[config.mk]
export PLATFORM = sky130hd
export DESIGN_NAME = line_sensor_filter
export DESIGN_NICKNAME = d
export VERILOG_FILES = /design/src/rtl/line_follow_pkg.sv /design/src/rtl/sensor_debounce_ch.sv /design/src/rtl/line_sensor_filter.sv
export SDC_FILE = /design/constraint.sdc
export NUM_CORES = 1
export LEC_CHECK = 0
export CAP_MARGIN = 40
export CORE_ASPECT_RATIO = 1.2
export CORE_MARGIN = 2
export CORE_UTILIZATION = 50
export CTS_CLUSTER_SIZE = 40
export DETAILED_ROUTE_END_ITERATION = 7
export GPL_TIMING_DRIVEN = 0
export MAX_ROUTING_LAYER = met4
export PLACE_DENSITY = 0.76
export SLEW_MARGIN = 20
export SYNTH_ARGS = -nofsm -noshare
export SYNTH_HDL_FRONTEND = slang
export SYNTH_HIERARCHICAL = 1
export SYNTH_SLANG_ARGS = --single-unit
export TNS_END_PERCENT = 50
[constraint.sdc]
create_clock -name clk -period 2.6 [get_ports clk]
set_input_delay 0.52 -clock clk [delete_from_list [all_inputs] [get_ports clk]]
set_output_delay 0.52 -clock clk [all_outputs]
set_load 0.03 [all_outputs]
[src/rtl/line_follow_pkg.sv]
// Shared definitions for the line-following datapath: sensor bit order and
// named sensor patterns as seen by the controller.
package line_follow_pkg;

  typedef logic [2:0] sens_vec_t;

  // Bit positions within a {L,M,R} sensor vector
  localparam int SENS_L = 2;
  localparam int SENS_M = 1;
  localparam int SENS_R = 0;

  // 1 = no line, 0 = line under the sensor
  localparam sens_vec_t PAT_CENTRE = 3'b101;
  localparam sens_vec_t PAT_LOST   = 3'b111;
  localparam sens_vec_t PAT_T      = 3'b000;

  function automatic sens_vec_t pack_sensors(input logic l, input logic m, input logic r);
    return {l, m, r};
  endfunction

endpackage

[src/rtl/sensor_debounce_ch.sv]
// One sensor channel: 2-flop synchroniser, saturating tick-driven integrator
// and hysteresis comparator producing the filtered bit.
module sensor_debounce_ch #(
  parameter int ACC_MAX = 15,
  parameter int TH_HI   = 12,
  parameter int TH_LO   = 3
) (
  input  logic clk,
  input  logic rst_n,
  input  logic raw,
  input  logic tick,
  output logic filt,
  output logic changed
);

  localparam int ACC_W = $clog2(ACC_MAX + 1);
  localparam logic [ACC_W-1:0] ACC_TOP = ACC_W'(ACC_MAX);
  localparam logic [ACC_W-1:0] HI_V    = ACC_W'(TH_HI);
  localparam logic [ACC_W-1:0] LO_V    = ACC_W'(TH_LO);

  logic             sync1_reg;
  logic             sync2_reg;
  logic [ACC_W-1:0] acc_reg;
  logic [ACC_W-1:0] acc_next;
  logic             filt_reg;
  logic             filt_next;

  always_comb begin
    acc_next  = acc_reg;
    filt_next = filt_reg;
    if (tick) begin
      if (sync2_reg && (acc_reg != ACC_TOP)) begin
        acc_next = acc_reg + 1'b1;
      end else if (!sync2_reg && (acc_reg != '0)) begin
        acc_next = acc_reg - 1'b1;
      end
      // Thresholds are applied to the value being written this edge
      if (acc_next >= HI_V) begin
        filt_next = 1'b1;
      end else if (acc_next <= LO_V) begin
        filt_next = 1'b0;
      end
    end
  end

  always_ff @(posedge clk) begin
    if (!rst_n) begin
      sync1_reg <= 1'b1;
      sync2_reg <= 1'b1;
      acc_reg   <= ACC_TOP;
      filt_reg  <= 1'b1;
    end else begin
      sync1_reg <= raw;
      sync2_reg <= sync1_reg;
      acc_reg   <= acc_next;
      filt_reg  <= filt_next;
    end
  end

  assign filt    = filt_reg;
  assign changed = filt_next != filt_reg;

endmodule

[src/rtl/line_sensor_filter.sv]
// Three-channel reflectance sensor conditioner: shared sample prescaler,
// per-channel debounce, change pulse and sticky settle (ready) flag.
module line_sensor_filter
  import line_follow_pkg::*;
#(
  parameter int SAMPLE_DIV  = 50000,
  parameter int ACC_MAX     = 15,
  parameter int TH_HI       = 12,
  parameter int TH_LO       = 3,
  parameter int READY_TICKS = 16
) (
  input  logic clk,
  input  logic rst_n,
  input  logic sensorLeftRaw,
  input  logic sensorMiddleRaw,
  input  logic sensorRightRaw,
  output logic sensorLeftFiltered,
  output logic sensorMiddleFiltered,
  output logic sensorRightFiltered,
  output logic sensors_changed,
  output logic sensors_ready
);

  localparam int PRESC_W = $clog2(SAMPLE_DIV);
  localparam int RDY_W   = $clog2(READY_TICKS + 1);
  localparam logic [PRESC_W-1:0] PRESC_LAST = PRESC_W'(SAMPLE_DIV - 1);
  localparam logic [RDY_W-1:0]   RDY_LAST   = RDY_W'(READY_TICKS);

  logic [PRESC_W-1:0] presc_reg;
  logic [RDY_W-1:0]   ready_cnt_reg;
  logic [RDY_W-1:0]   ready_cnt_next;
  logic               ready_reg;
  logic               changed_reg;
  logic               tick;
  sens_vec_t          raw_vec;
  sens_vec_t          filt_vec;
  sens_vec_t          ch_changed;

  assign tick    = presc_reg == PRESC_LAST;
  assign raw_vec = pack_sensors(sensorLeftRaw, sensorMiddleRaw, sensorRightRaw);

  generate
    for (genvar gi = 0; gi < 3; gi++) begin : g_ch
      sensor_debounce_ch #(
        .ACC_MAX (ACC_MAX),
        .TH_HI   (TH_HI),
        .TH_LO   (TH_LO)
      ) u_ch (
        .clk     (clk),
        .rst_n   (rst_n),
        .raw     (raw_vec[gi]),
        .tick    (tick),
        .filt    (filt_vec[gi]),
        .changed (ch_changed[gi])
      );
    end
  endgenerate

  always_comb begin
    ready_cnt_next = ready_cnt_reg;
    if (tick && (ready_cnt_reg != RDY_LAST)) begin
      ready_cnt_next = ready_cnt_reg + 1'b1;
    end
  end

  always_ff @(posedge clk) begin
    if (!rst_n) begin
      presc_reg     <= '0;
      ready_cnt_reg <= '0;
      ready_reg     <= 1'b0;
      changed_reg   <= 1'b0;
    end else begin
      presc_reg     <= tick ? '0 : presc_reg + 1'b1;
      ready_cnt_reg <= ready_cnt_next;
      // Sticky: rises on the edge of the READY_TICKS-th tick
      ready_reg     <= ready_reg | (ready_cnt_next == RDY_LAST);
      changed_reg   <= |ch_changed;
    end
  end

  assign sensorLeftFiltered   = filt_vec[SENS_L];
  assign sensorMiddleFiltered = filt_vec[SENS_M];
  assign sensorRightFiltered  = filt_vec[SENS_R];
  assign sensors_changed      = changed_reg;
  assign sensors_ready        = ready_reg;

endmodule

Word level (Yosys, flattened, before mapping)
Cells that the tools add are included.
{"block": "op_classes", "addsub": 8, "order_cmp": 6, "n_eq_ne": 9, "n_mux": 19, "n_bitwise": 2, "n_reduce_logical": 15}
{"operator": "4-bit 2-to-1 mux", "n": 9}
{"operator": "16-bit by 1-bit adder with 16-bit output (second input constant)", "n": 1}
{"operator": "16-bit == test (second input constant)", "n": 1}
{"operator": "4-bit by 1-bit adder with 4-bit output (second input constant)", "n": 3}
{"operator": "4-bit >= comparator (second input constant)", "n": 3}
{"operator": "4-bit by 2-bit less-or-equal comparator with 1-bit output (second input constant)", "n": 3}
{"operator": "4-bit inequality test (second input constant)", "n": 3}
{"operator": "4-bit nonzero test", "n": 3}
{"operator": "4-bit by 1-bit subtractor with 4-bit output (second input constant)", "n": 3}
{"operator": "1-bit 2-to-1 mux", "n": 9}
{"operator": "1-bit logical AND", "n": 7}
{"operator": "5-bit by 1-bit adder with 5-bit output (second input constant)", "n": 1}
{"operator": "5-bit == test (second input constant)", "n": 1}
{"operator": "5-bit 2-to-1 mux", "n": 1}
{"operator": "5-bit inequality test (second input constant)", "n": 1}
{"operator": "1-bit logical NOT", "n": 3}
{"operator": "1-bit inequality test", "n": 3}
{"operator": "3-bit OR reduction", "n": 1}
{"operator": "2-bit OR reduction", "n": 1}
{"operator": "1-bit NOT", "n": 1}
{"operator": "1-bit OR", "n": 1}
{"block": "totals", "ff_bits": 44, "in_bits": 5, "out_inout_bits": 5, "word_cells": 75}

Logic depth before layout (Yosys ltp)
Gate-level depths: netlist of the first run.
{"block": "logic_depth", "word_depth": 11, "ltp_mapped": 11, "ltp_nobuf": 11}

By module
The synthesis of the first run kept the hierarchy.
{"module": "sensor_debounce_ch", "instances": 3, "cells_each": 55, "area_per_inst_um2": 495.5, "seq_area_each_um2": 140.1}
{"module": "line_sensor_filter", "instances": 1, "cells_each": 115, "area_per_inst_um2": 1069.8, "seq_area_each_um2": 460.4}

Worst setup path before layout of the first run
OpenSTA, ideal clock, no wires.
{"block": "synth_path", "path_kind": "register to register", "from": "register presc_reg[0]", "to": "register changed_reg, in the netlist sensors_changed", "setup_ns": 0.064, "arrival_time_ns": 1.839, "required_time_ns": 2.536, "slack_ns": 0.697, "stages_incl_launch_ff": 12, "path_buffers": 0, "period_less_slack_ns": 1.903, "path_cell_list": "dfxtp_1 -> ha_1 -> and3_2 -> nand4_4 -> inv_1 -> inv_1 -> a211oi_1 -> nand3_1 -> a21o_2 -> o21ai_2 -> nor3_1 -> nor2_1"}
{"block": "synth_via", "elab_chain_cells": 4, "elab_cells_between_ends": 8, "cone_classes": "4 x eq/ne; 3 x mux; 1 x reduce/logical"}
{"element": "from (decl)", "line_no": "line_sensor_filter.sv:29", "source": "logic [PRESC_W-1:0] presc_reg;"}
{"element": "from (signal assigned)", "line_no": "line_sensor_filter.sv:73", "source": "presc_reg <= tick ? '0 : presc_reg + 1'b1;"}
{"element": "16-bit == test", "line_no": "line_sensor_filter.sv:39", "source": "assign tick = presc_reg == PRESC_LAST;"}
{"element": "via tick", "line_no": "line_sensor_filter.sv:34", "source": "logic tick;"}
{"element": "1-bit 2-to-1 mux", "line_no": "sensor_debounce_ch.sv:31", "source": "if (tick) begin"}
{"element": "1-bit inequality test", "line_no": "sensor_debounce_ch.sv:61", "source": "assign changed = filt_next != filt_reg;"}
{"element": "via ch_changed[1]", "line_no": "line_sensor_filter.sv:37", "source": "sens_vec_t ch_changed;"}
{"element": "3-bit OR reduction", "line_no": "line_sensor_filter.sv:77", "source": "changed_reg <= |ch_changed;"}
{"element": "to (signal assigned)", "line_no": "line_sensor_filter.sv:77"}
{"element": "to (decl)", "line_no": "line_sensor_filter.sv:33", "source": "logic changed_reg;"}
The timed path passes the listed nets, and every way through them passes these cells.
A chain may end at the register's enable or synchronous reset.

Worst setup path after layout of the first run
Same ends and word-level chain as after synthesis.

==> results of run 1 <==
-- power by group --
group	total, uW	switching (uW)	leakage, uW	internal, uW
Clock	393	210	0.0000410	183
Combinational	50.8	26.5	0.000732	24.3
Sequential	685	3.75	0.000357	682
-- cell usage after synthesis, drive strengths merged --
cell type,instances
xnor2,13
a211o,3
o21ai,21
nor2,34
nand2,14
a22oi,3
inv,21
nor3,5
a32o,1
nor4b,2
ha,9
nor4,1
dfxtp,44
and2,3
and3,5
nand2b,7
a21oi,12
mux2i,6
nor3b,7
nand3,16
a21o,3
buf,3
o211ai,1
or3,5
clkbuf,4
and3b,3
o2bb2ai,1
nor4bb,1
and4b,1
xor2,9
nand4,5
o221ai,3
a211oi,3
a31oi,6
or4,5
-- through the flow --
stage               std cells  worst slack, ns  utilization, %  instance area, um^2
floorplan                 280            0.697               -                 2560
global placement          349           0.0609            55.1                 2720
detailed placement        350            0.270            55.4                 2740
CTS                       357            0.265            57.0                 2810
global route              357          0.00634            57.0                 2810
finish                    357            0.266            57.0                 2810
-- per-layer routing --
metal,global-route usage [%],share of wire [%],vias up
met5,-,0,-
met4,6.47,0.75,0
met3,4.73,3.0,4
met2,34.0,51,17
met1,18.3,45,927
li1,-,-,1023
-- cells by family after synthesis --
family                     synth area share [%]
and+or+nand+nor                            29.1
AOI/OAI and AO/OA                          16.0
DFF                                        34.5
buffers and inverters                      6.17
xor gates and xnor gates                   7.54
adders and majority gates                  4.41
muxes                                      2.35
-- cell type report --
class,instances,area share [%]
inverters,21,2.80
plain buffers,7,2.80
flip-flops and latches,44,31.3
multi-input cells,208,53.9
clock inverters,1,0.178
well taps,60,2.67
repair buffers,10,3.73
clock buffers,6,2.58
-- critical path, cell delays in order (launching register included) --
cell and delay (ns):
dfxtp_1 0.36, ha_1 0.19, and3_2 0.26, nand4_4 0.16
inv_1 0.33, inv_1 0.17, a211oi_1 0.29, nand3_1 0.12
a21o_2 0.21, o21ai_2 0.05, nor3_1 0.07, nor2_1 0.07
-- final timing paths --
kind | end | cells past startpoint | from | slack, ns
min | g_ch[2].u_ch/sync2_reg | 1 | g_ch[2].u_ch/sync1_reg | 0.41
max reg2reg | sensors_changed | 11 | presc_reg[0] | 0.27
max | sensors_changed | 11 | presc_reg[0] | 0.27
min reg2reg | g_ch[2].u_ch/sync2_reg | 1 | g_ch[2].u_ch/sync1_reg | 0.41
==> impl_metrics.csv, run 1 <==
group,metric,value,unit
floorplan,placementRows,28,
timing,maxSlewViolCount,0,
cells_and_area,layout_common_cells,"dfxtp_1, nor2_1, inv_1",
timing,finalHoldViolCount,0,
synth,avgSynthCellArea,9.13,um^2
synth,yosys_warnings,6,
timing,setup_viol,0,
grt,grt_pass1_wl,8.27,mm
clocking,clkTransAtPathRegs,0.07,ns
timing,rsz0062_at_grt,"no",
grt,overflow,0,
grt,grt_use_total,18.1,%
detailed_routing,drt_iter0_drc,67,
clocking,postCtsHoldBufs,0,
clocking,post_cts_buffers,0,
floorplan,start_util,51.7,%
detailed_routing,drt-wirelength-per-cell,12.4,um
floorplan,core_area,0.00494,mm^2
power_and_ir_drop,power_leakage,0.00113,uW
critical_path,critPathCaptureType,"flip-flop",
critical_path,path_class,"reg -> reg",
power_and_ir_drop,cellPowerDensity,401,mW/mm^2
floorplan,ios,10,
synth,syn_inst,280,
cells_and_area,drive_above_1_share,18.9,%
grt,grt_max_degree,17,
power_and_ir_drop,vdd_ir_drop_max,0.000256,V
cells_and_area,largest_reg_flops,16,
detailed_routing,avgViaCountPerCell,5.52,
timing,fmax,0.428,GHz
placed_design,place_congestion,0.799,
detailed_routing,vias,1971,
cells_and_area,fin_nets,311,
clocking,cts_sinks,44,
critical_path,crit_required,2.84,ns
synth,ys_ff_latch,44,
cells_and_area,seq_area,881,um^2
floorplan,die_area,0.00570,mm^2
placed_design,dp_hpwl,3.36,mm
floorplan,die_y,82.3,um
synth,yosysTopAreaCellShare,34.5,%
clocking,post_cts_resized,0,
critical_path,crit_arrival,2.57,ns
cells_and_area,fill_cells,457,
floorplan,die-width,69.3,um
synth,synth_nets,294,
critical_path,critPathLaunchType,"flip-flop",
cells_and_area,area_growth_syn_to_layout,10.1,%
clocking,h-tree-depth,2,
detailed_routing,firstDrtPassIters,2,
synth,netlist_top_cells_area,"dfxtp_1, nor2_1, xnor2_1, ha_1, nand3_1",
synth,ys_types,45,
run,cap_viol_max_count,0,
placed_design,portBuffers,9,
grt,antenna_found_initial,0,
outcome,status,"finished, final reports clean",
timing,tightest_slew,0.647,ns
clocking,cts_buffers,5,
detailed_routing,ant_nets,0,
power_and_ir_drop,power,1130,uW
timing,holdWs,0.410,ns
worst_hold_path,hold_class,"reg -> reg",
timing,min_period_over_period,89.8,%
grt,grt_pass1_vias,1996,
synth,synth_area_leader_cell,"dfxtp_1",
timing,finalCriticalPeriod,2.33,ns
critical_path,cp_max_fo,10,
timing,relSlewSlack,56.5,%
clocking,clock-root-buffer,"clkbuf_8",
detailed_routing,drc,0,
cells_and_area,n_antenna_cell,0,
synth,netlist_area,0.00256,mm^2
timing,skew,0.00299,ns
timing,fin_tns_setup,0,ns
clocking,clock_path_buffers,2,
detailed_routing,wl,4.41,mm
cells_and_area,mostFrequentLayoutCell,"dfxtp_1",
clocking,cts_tree,"done",
cells_and_area,multiInputGateArea,0.00152,mm^2
synth,ys_seq_area_share,34.5,%
clocking,clk_latency,0.29,ns
(Power assumes the default switching activity.)
==> inputs of run 2 (changes only) <==
--- a/config.mk
+++ b/config.mk
@@ -8,12 +8,13 @@
 export CAP_MARGIN = 40
 export CORE_ASPECT_RATIO = 1.2
 export CORE_MARGIN = 2
-export CORE_UTILIZATION = 50
+export CORE_UTILIZATION = 43
+export CTS_CLUSTER_DIAMETER = 40
 export CTS_CLUSTER_SIZE = 40
 export DETAILED_ROUTE_END_ITERATION = 7
 export GPL_TIMING_DRIVEN = 0
 export MAX_ROUTING_LAYER = met4
-export PLACE_DENSITY = 0.76
+export PLACE_DENSITY = 0.68
 export SLEW_MARGIN = 20
 export SYNTH_ARGS = -nofsm -noshare
 export SYNTH_HDL_FRONTEND = slang
==> constraint.sdc (replaced) <==
create_clock -name clk -period 2.55 [get_ports clk]
set_input_delay 0.51 -clock clk [delete_from_list [all_inputs] [get_ports clk]]
set_output_delay 0.51 -clock clk [all_outputs]
set_load 0.03 [all_outputs]
==> run 2 against run 1 <==
Compared with the run above:
- die area increased by 15%
- sequential power increased by 2%
- first-iteration DRC count is 28% lower
- cell count increased by 5.9%
- total power grew 18%
- core utilization fell by 6.3 points
- hold slack lost 0.0013 ns
- critical path type unchanged
- critical endpoint unchanged
- largest cell class unchanged
==> impl_metrics.csv, run 2 (same netlist as run 1, synthesis figures left out) <==
group,metric,value,unit
outcome,status,"finished, final reports clean",
clocking,cts_tree,"done",
clocking,clock_path_buffers,2,
floorplan,start_util,44.8,%
placed_design,dp_cells,370,
floorplan,ios,10,
cells_and_area,post-route-util,50.7,%
floorplan,die-width,74.4,um
timing,relSlewSlack,50.7,%
cells_and_area,final_cell_count_no_fill,378,
grt,busiest_layer,"met2",
timing,rsz0062_at_grt,"no",
critical_path,crit_required,2.79,ns
clocking,post_cts_resized,0,
detailed_routing,firstDrtPassIters,4,
detailed_routing,drt-wirelength-per-cell,12.2,um
detailed_routing,ant_nets,0,
grt,grt_use_met2,27.0,%
placed_design,place_congestion,0.811,
placed_design,dp_hpwl,3.33,mm
grt,overflow,0,
grt,antenna_found_initial,0,
cells_and_area,n_antenna_cell,0,
placed_design,portBuffers,9,
power_and_ir_drop,power_leakage,0.00114,uW
floorplan,core_area,0.00571,mm^2
timing,tightest_slew,0.730,ns
grt,use_met3,3.76,%
timing,skew,0.00641,ns
clocking,clk_latency,0.29,ns
cells_and_area,mostFrequentLayoutCell,"dfxtp_1",
power_and_ir_drop,cellPowerDensity,460,mW/mm^2
cells_and_area,largest_reg_flops,16,
timing,min_period_over_period,86.4,%
cells_and_area,drive_above_1_share,19.8,%
grt,gr-usage-met1,18.6,%
clocking,postCtsHoldBufs,0,
clocking,cts_sinks,44,
floorplan,placementRows,30,
detailed_routing,wl,4.60,mm
grt,grt_pass1_vias,1899,
critical_path,critPathCaptureType,"flip-flop",
worst_hold_path,hold_class,"reg -> reg",
detailed_routing,drc,0,
clocking,clock-root-buffer,"clkbuf_8",
timing,fin_tns_setup,0,ns
critical_path,crit_arrival,2.44,ns
cells_and_area,fin_nets,311,
floorplan,die_area,0.00658,mm^2
power_and_ir_drop,vdd_ir_drop_max,0.000330,V
grt,grt_max_degree,17,
critical_path,critPathLaunchType,"flip-flop",
floorplan,die_y,88.5,um
detailed_routing,vias,1969,
clocking,h-tree-depth,2,
timing,finalHoldViolCount,0,
cells_and_area,area_growth_syn_to_layout,13.1,%
timing,fmax,0.454,GHz
critical_path,path_class,"reg -> reg",
timing,setup_viol,0,
grt,grt_pass1_wl,8.05,mm
detailed_routing,avgViaCountPerCell,5.21,
timing,finalCriticalPeriod,2.20,ns
grt,grt_use_total,16.1,%
timing,maxSlewViolCount,0,
critical_path,cp_max_fo,10,
run,cap_viol_max_count,0,
clocking,cts_buffers,5,
cells_and_area,layout_common_cells,"dfxtp_1, nor2_1, inv_1",
clocking,post_cts_buffers,0,
detailed_routing,drt_iter0_drc,48,
clocking,clkTransAtPathRegs,0.08,ns
==> run 2: cell count changes in the layout (fill, tap and decap cells not counted), sizes merged <==
cell and change:
bufinv +1, clkbuf +1, clkinv -1, clkinvlp +1, inv -1
==> run 2: worst paths after layout <==
| kind | slack (ns) | from | cells after the start | endpoint |
|---|---|---|---|---|
| min reg2reg | 0.41 | g_ch[2].u_ch/sync1_reg | 1 | g_ch[2].u_ch/sync2_reg |
| max reg2reg | 0.35 | presc_reg[0] | 11 | sensors_changed |
| max | 0.35 | presc_reg[0] | 11 | sensors_changed |
| min | 0.41 | g_ch[2].u_ch/sync1_reg | 1 | g_ch[2].u_ch/sync2_reg |
==> run 2: critical path, stage by stage, from the launching register on <==
cell and delay (ns):
dfxtp_1 0.36, ha_1 0.18, and3_2 0.27, nand4_4 0.18, clkinvlp_4 0.25, inv_1 0.13, a211oi_1 0.26, nand3_1 0.11
a21o_2 0.20, o21ai_2 0.06, nor3_1 0.06, nor2_1 0.07
==> run 2: power breakdown <==
part	switching, uW	internal [uW]
combinational	27.3	24.8
sequential	3.87	695
clock	234	346
==> run 2: routing by layer <==
| metal | part of all wire [%] | routed length, um |
|---|---|---|
| met1 | 47 | 2160 |
| met2 | 49 | 2270 |
| met3 | 2.3 | 105 |
| met4 | 1.3 | 59 |
| met5 | 0 | 0 |
==> run 2: final cells by class <==
| cell class | count | area (um^2) |
|---|---|---|
| timing repair buffer | 10 | 105 |
| multi-input combinational | 208 | 1520 |
| fill | 557 | 2810 |
| sequential | 44 | 881 |
| tap | 80 | 100 |
| buffer | 7 | 78.8 |
| clock inverter | 1 | 30.0 |
| clock buffer | 7 | 96.3 |
| inverter | 21 | 82.6 |
==> run 2: through the flow <==
stage          instance area, um^2  hold slack (ns)  power, uW  worst slack [ns]
2_1_floorplan                 2560            0.386        745             0.647
3_3_place_gp                  2750            0.389        764           -0.0331
3_5_place_dp                  2760            0.398        768             0.227
4_1_cts                       2890            0.412       1360             0.195
5_1_grt                       2890            0.426       1390             0.113
6_report                      2890            0.409       1330             0.347
==> inputs of run 3 (changes only) <==
--- a/config.mk
+++ b/config.mk
@@ -12,7 +12,6 @@
 export CTS_CLUSTER_DIAMETER = 40
 export CTS_CLUSTER_SIZE = 40
 export DETAILED_ROUTE_END_ITERATION = 7
-export GPL_TIMING_DRIVEN = 0
 export MAX_ROUTING_LAYER = met4
 export PLACE_DENSITY = 0.68
 export SLEW_MARGIN = 20
==> constraint.sdc (replaced) <==
create_clock -name clk -period 2.74 [get_ports clk]
set_input_delay 0.548 -clock clk [delete_from_list [all_inputs] [get_ports clk]]
set_output_delay 0.548 -clock clk [all_outputs]
set_load 0.03 [all_outputs]
==> run 3 against run 2 <==
Compared with the run above:
- clock-buffer cell count is the same
- combinational power shrank 24%
- global-route usage is essentially flat
- first-iteration DRC count grew 42%
- sequential share of layout area grew 1.3 points
- die area is the same
- critical path depth is the same
==> impl_metrics.csv, run 3 (same netlist as run 1, synthesis figures left out) <==
group,metric,value,unit
outcome,status,"finished, final reports clean",
clocking,post_cts_resized,0,
timing,layout_setup_ws,0.551,ns
timing,setup_viol,0,
cells_and_area,final_cell_count_no_fill,372,
grt,grt_max_degree,16,
clocking,clock_path_buffers,2,
timing,fmax,0.457,GHz
cells_and_area,largest_reg_flops,16,
power_and_ir_drop,power,1120,uW
timing,relSlewSlack,52.7,%
critical_path,cp_max_fo,10,
placed_design,place_congestion,0.845,
cells_and_area,fin_nets,305,
power_and_ir_drop,power_leakage,0.00109,uW
clocking,clkTransAtPathRegs,0.08,ns
timing,tightest_slew,0.700,ns
timing,min_period_over_period,79.9,%
timing,rsz0062_at_grt,"no",
grt,grt_use_total,16.0,%
critical_path,critPathCaptureType,"flip-flop",
power_and_ir_drop,p_sw_share,22.2,%
critical_path,critPathLaunchType,"flip-flop",
floorplan,die-width,74.4,um
placed_design,portBuffers,9,
floorplan,start_util,44.8,%
clocking,cts_buffers,5,
critical_path,regToRegEndpoint,"sensors_changed",
timing,finalCriticalPeriod,2.19,ns
critical_path,crit_path_end,"sensors_changed",
clocking,postCtsHoldBufs,0,
grt,grt_pass1_vias,1868,
timing,skew,0.00653,ns
placed_design,dp_slack,0.553,ns
worst_hold_path,hold_class,"reg -> reg",
critical_path,path_class,"reg -> reg",
cells_and_area,stdcell_area,0.00278,mm^2
placed_design,postPlaceCellArea,0.00268,mm^2
cells_and_area,seq_area,881,um^2
detailed_routing,drt_iter0_drc,68,
grt,antenna_found_initial,0,
worst_hold_path,hold_start,"g_ch[1].u_ch/sync1_reg",
timing,fin_tns_setup,0,ns
power_and_ir_drop,p_comb_share,3.6,%
detailed_routing,drt-wirelength-per-cell,12.1,um
cells_and_area,layout_common_cells,"dfxtp_1, nor2_1, inv_1",
power_and_ir_drop,p_int,870,uW
timing,finalHoldViolCount,0,
critical_path,rr_startpoint,"presc_reg[0]",
critical_path,r2r_slack,0.55,ns
detailed_routing,avgViaCountPerCell,5.15,
cells_and_area,area_growth_syn_to_layout,8.61,%
cells_and_area,drive_above_1_share,17.8,%
clocking,cts_tree,"done",
floorplan,die_y,88.5,um
detailed_routing,wl,4.49,mm
timing,maxSlewViolCount,0,
floorplan,die_area,0.00658,mm^2
detailed_routing,firstDrtPassIters,4,
placed_design,dp_hpwl,3.26,mm
critical_path,crit_arrival,2.43,ns
clocking,h-tree-depth,2,
critical_path,crit_required,2.98,ns
detailed_routing,ant_nets,0,
run,cap_viol_max_count,0,
power_and_ir_drop,pwr-share-seq,58.4,%
cells_and_area,fill_cells,557,
critical_path,worstRegToRegCells,11,
critical_path,crit_start,"presc_reg[0]",
grt,grt_pass1_wl,8.06,mm
floorplan,placementRows,30,
power_and_ir_drop,cellPowerDensity,403,mW/mm^2
power_and_ir_drop,vdd_ir_drop_max,0.000287,V
detailed_routing,vias,1914,
placed_design,dp_cells,364,
clocking,post_cts_buffers,0,
clocking,clock-root-buffer,"clkbuf_8",
power_and_ir_drop,p_sw,248,uW
cells_and_area,n_antenna_cell,0,
power_and_ir_drop,clkPwrFrac,38.0,%
floorplan,core_area,0.00571,mm^2
grt,overflow,0,
cells_and_area,multiInputGateArea,0.00152,mm^2
clocking,clk_latency,0.30,ns
clocking,cts_sinks,44,
worst_hold_path,hold_depth,1,
cells_and_area,mostFrequentLayoutCell,"dfxtp_1",
floorplan,ios,10,
detailed_routing,drc,0,
run 3: cell types whose count changed in the layout (fill, tap and decap cells not counted), sizes merged:
cell    delta
clkbuf     -4
buf        -2
bufinv     -1
inv        +1
run 3: layout make-up:
type	instances	share of cell area, %
clock inverters	1	0.270
well taps	80	3.61
flip-flops and latches	44	31.7
multi-input cells	208	54.7
inverters	21	2.84
repair buffers	11	3.79
clock buffers	7	3.11
run 3: power groups by stage:
stage                     clock network (uW)  logic, uW  registers (uW)
final                                    425       39.8             654
after global placement                     0       40.1             668
after detailed placement                   0       40.4             669
after floorplan                            0       29.2             665
after global routing                     471       45.1             655
after CTS                                444       40.7             654
run 3: worst min-delay path by stage:
stage,to
final,g_ch[1].u_ch/sync2_reg
after global routing,g_ch[1].u_ch/sync2_reg
after CTS,g_ch[1].u_ch/sync2_reg
after detailed placement,g_ch[0].u_ch/sync2_reg
after global placement,g_ch[0].u_ch/sync2_reg
after floorplan,g_ch[0].u_ch/sync2_reg
run 3: worst max-delay path, stage by stage (launching register included):
cell and delay, ns:
dfxtp_1 0.36, ha_1 0.18, and3_2 0.26, nand4_4 0.15, inv_1 0.28, inv_1 0.15, a211oi_1 0.25, nand3_1 0.11
a21o_2 0.20, o21ai_2 0.05, nor3_1 0.06, nor2_1 0.07
run 3: per-stage QoR:
step / hold slack [ns] / utilization (%)
CTS: 0.420 / 48.7
global route: 0.440 / 48.7
finish: 0.413 / 48.7
global placement: 0.391 / 47.0
detailed placement: 0.392 / 47.0
floorplan: 0.386 / -
run 3: metal layers:
layer	part of all wire, %	track usage (%)	vias to the layer above
li1	-	-	1006
met1	48	19.2	882
met2	48	26.1	20
met3	2.4	3.87	6
met4	1.6	5.52	0
met5	0	-	-
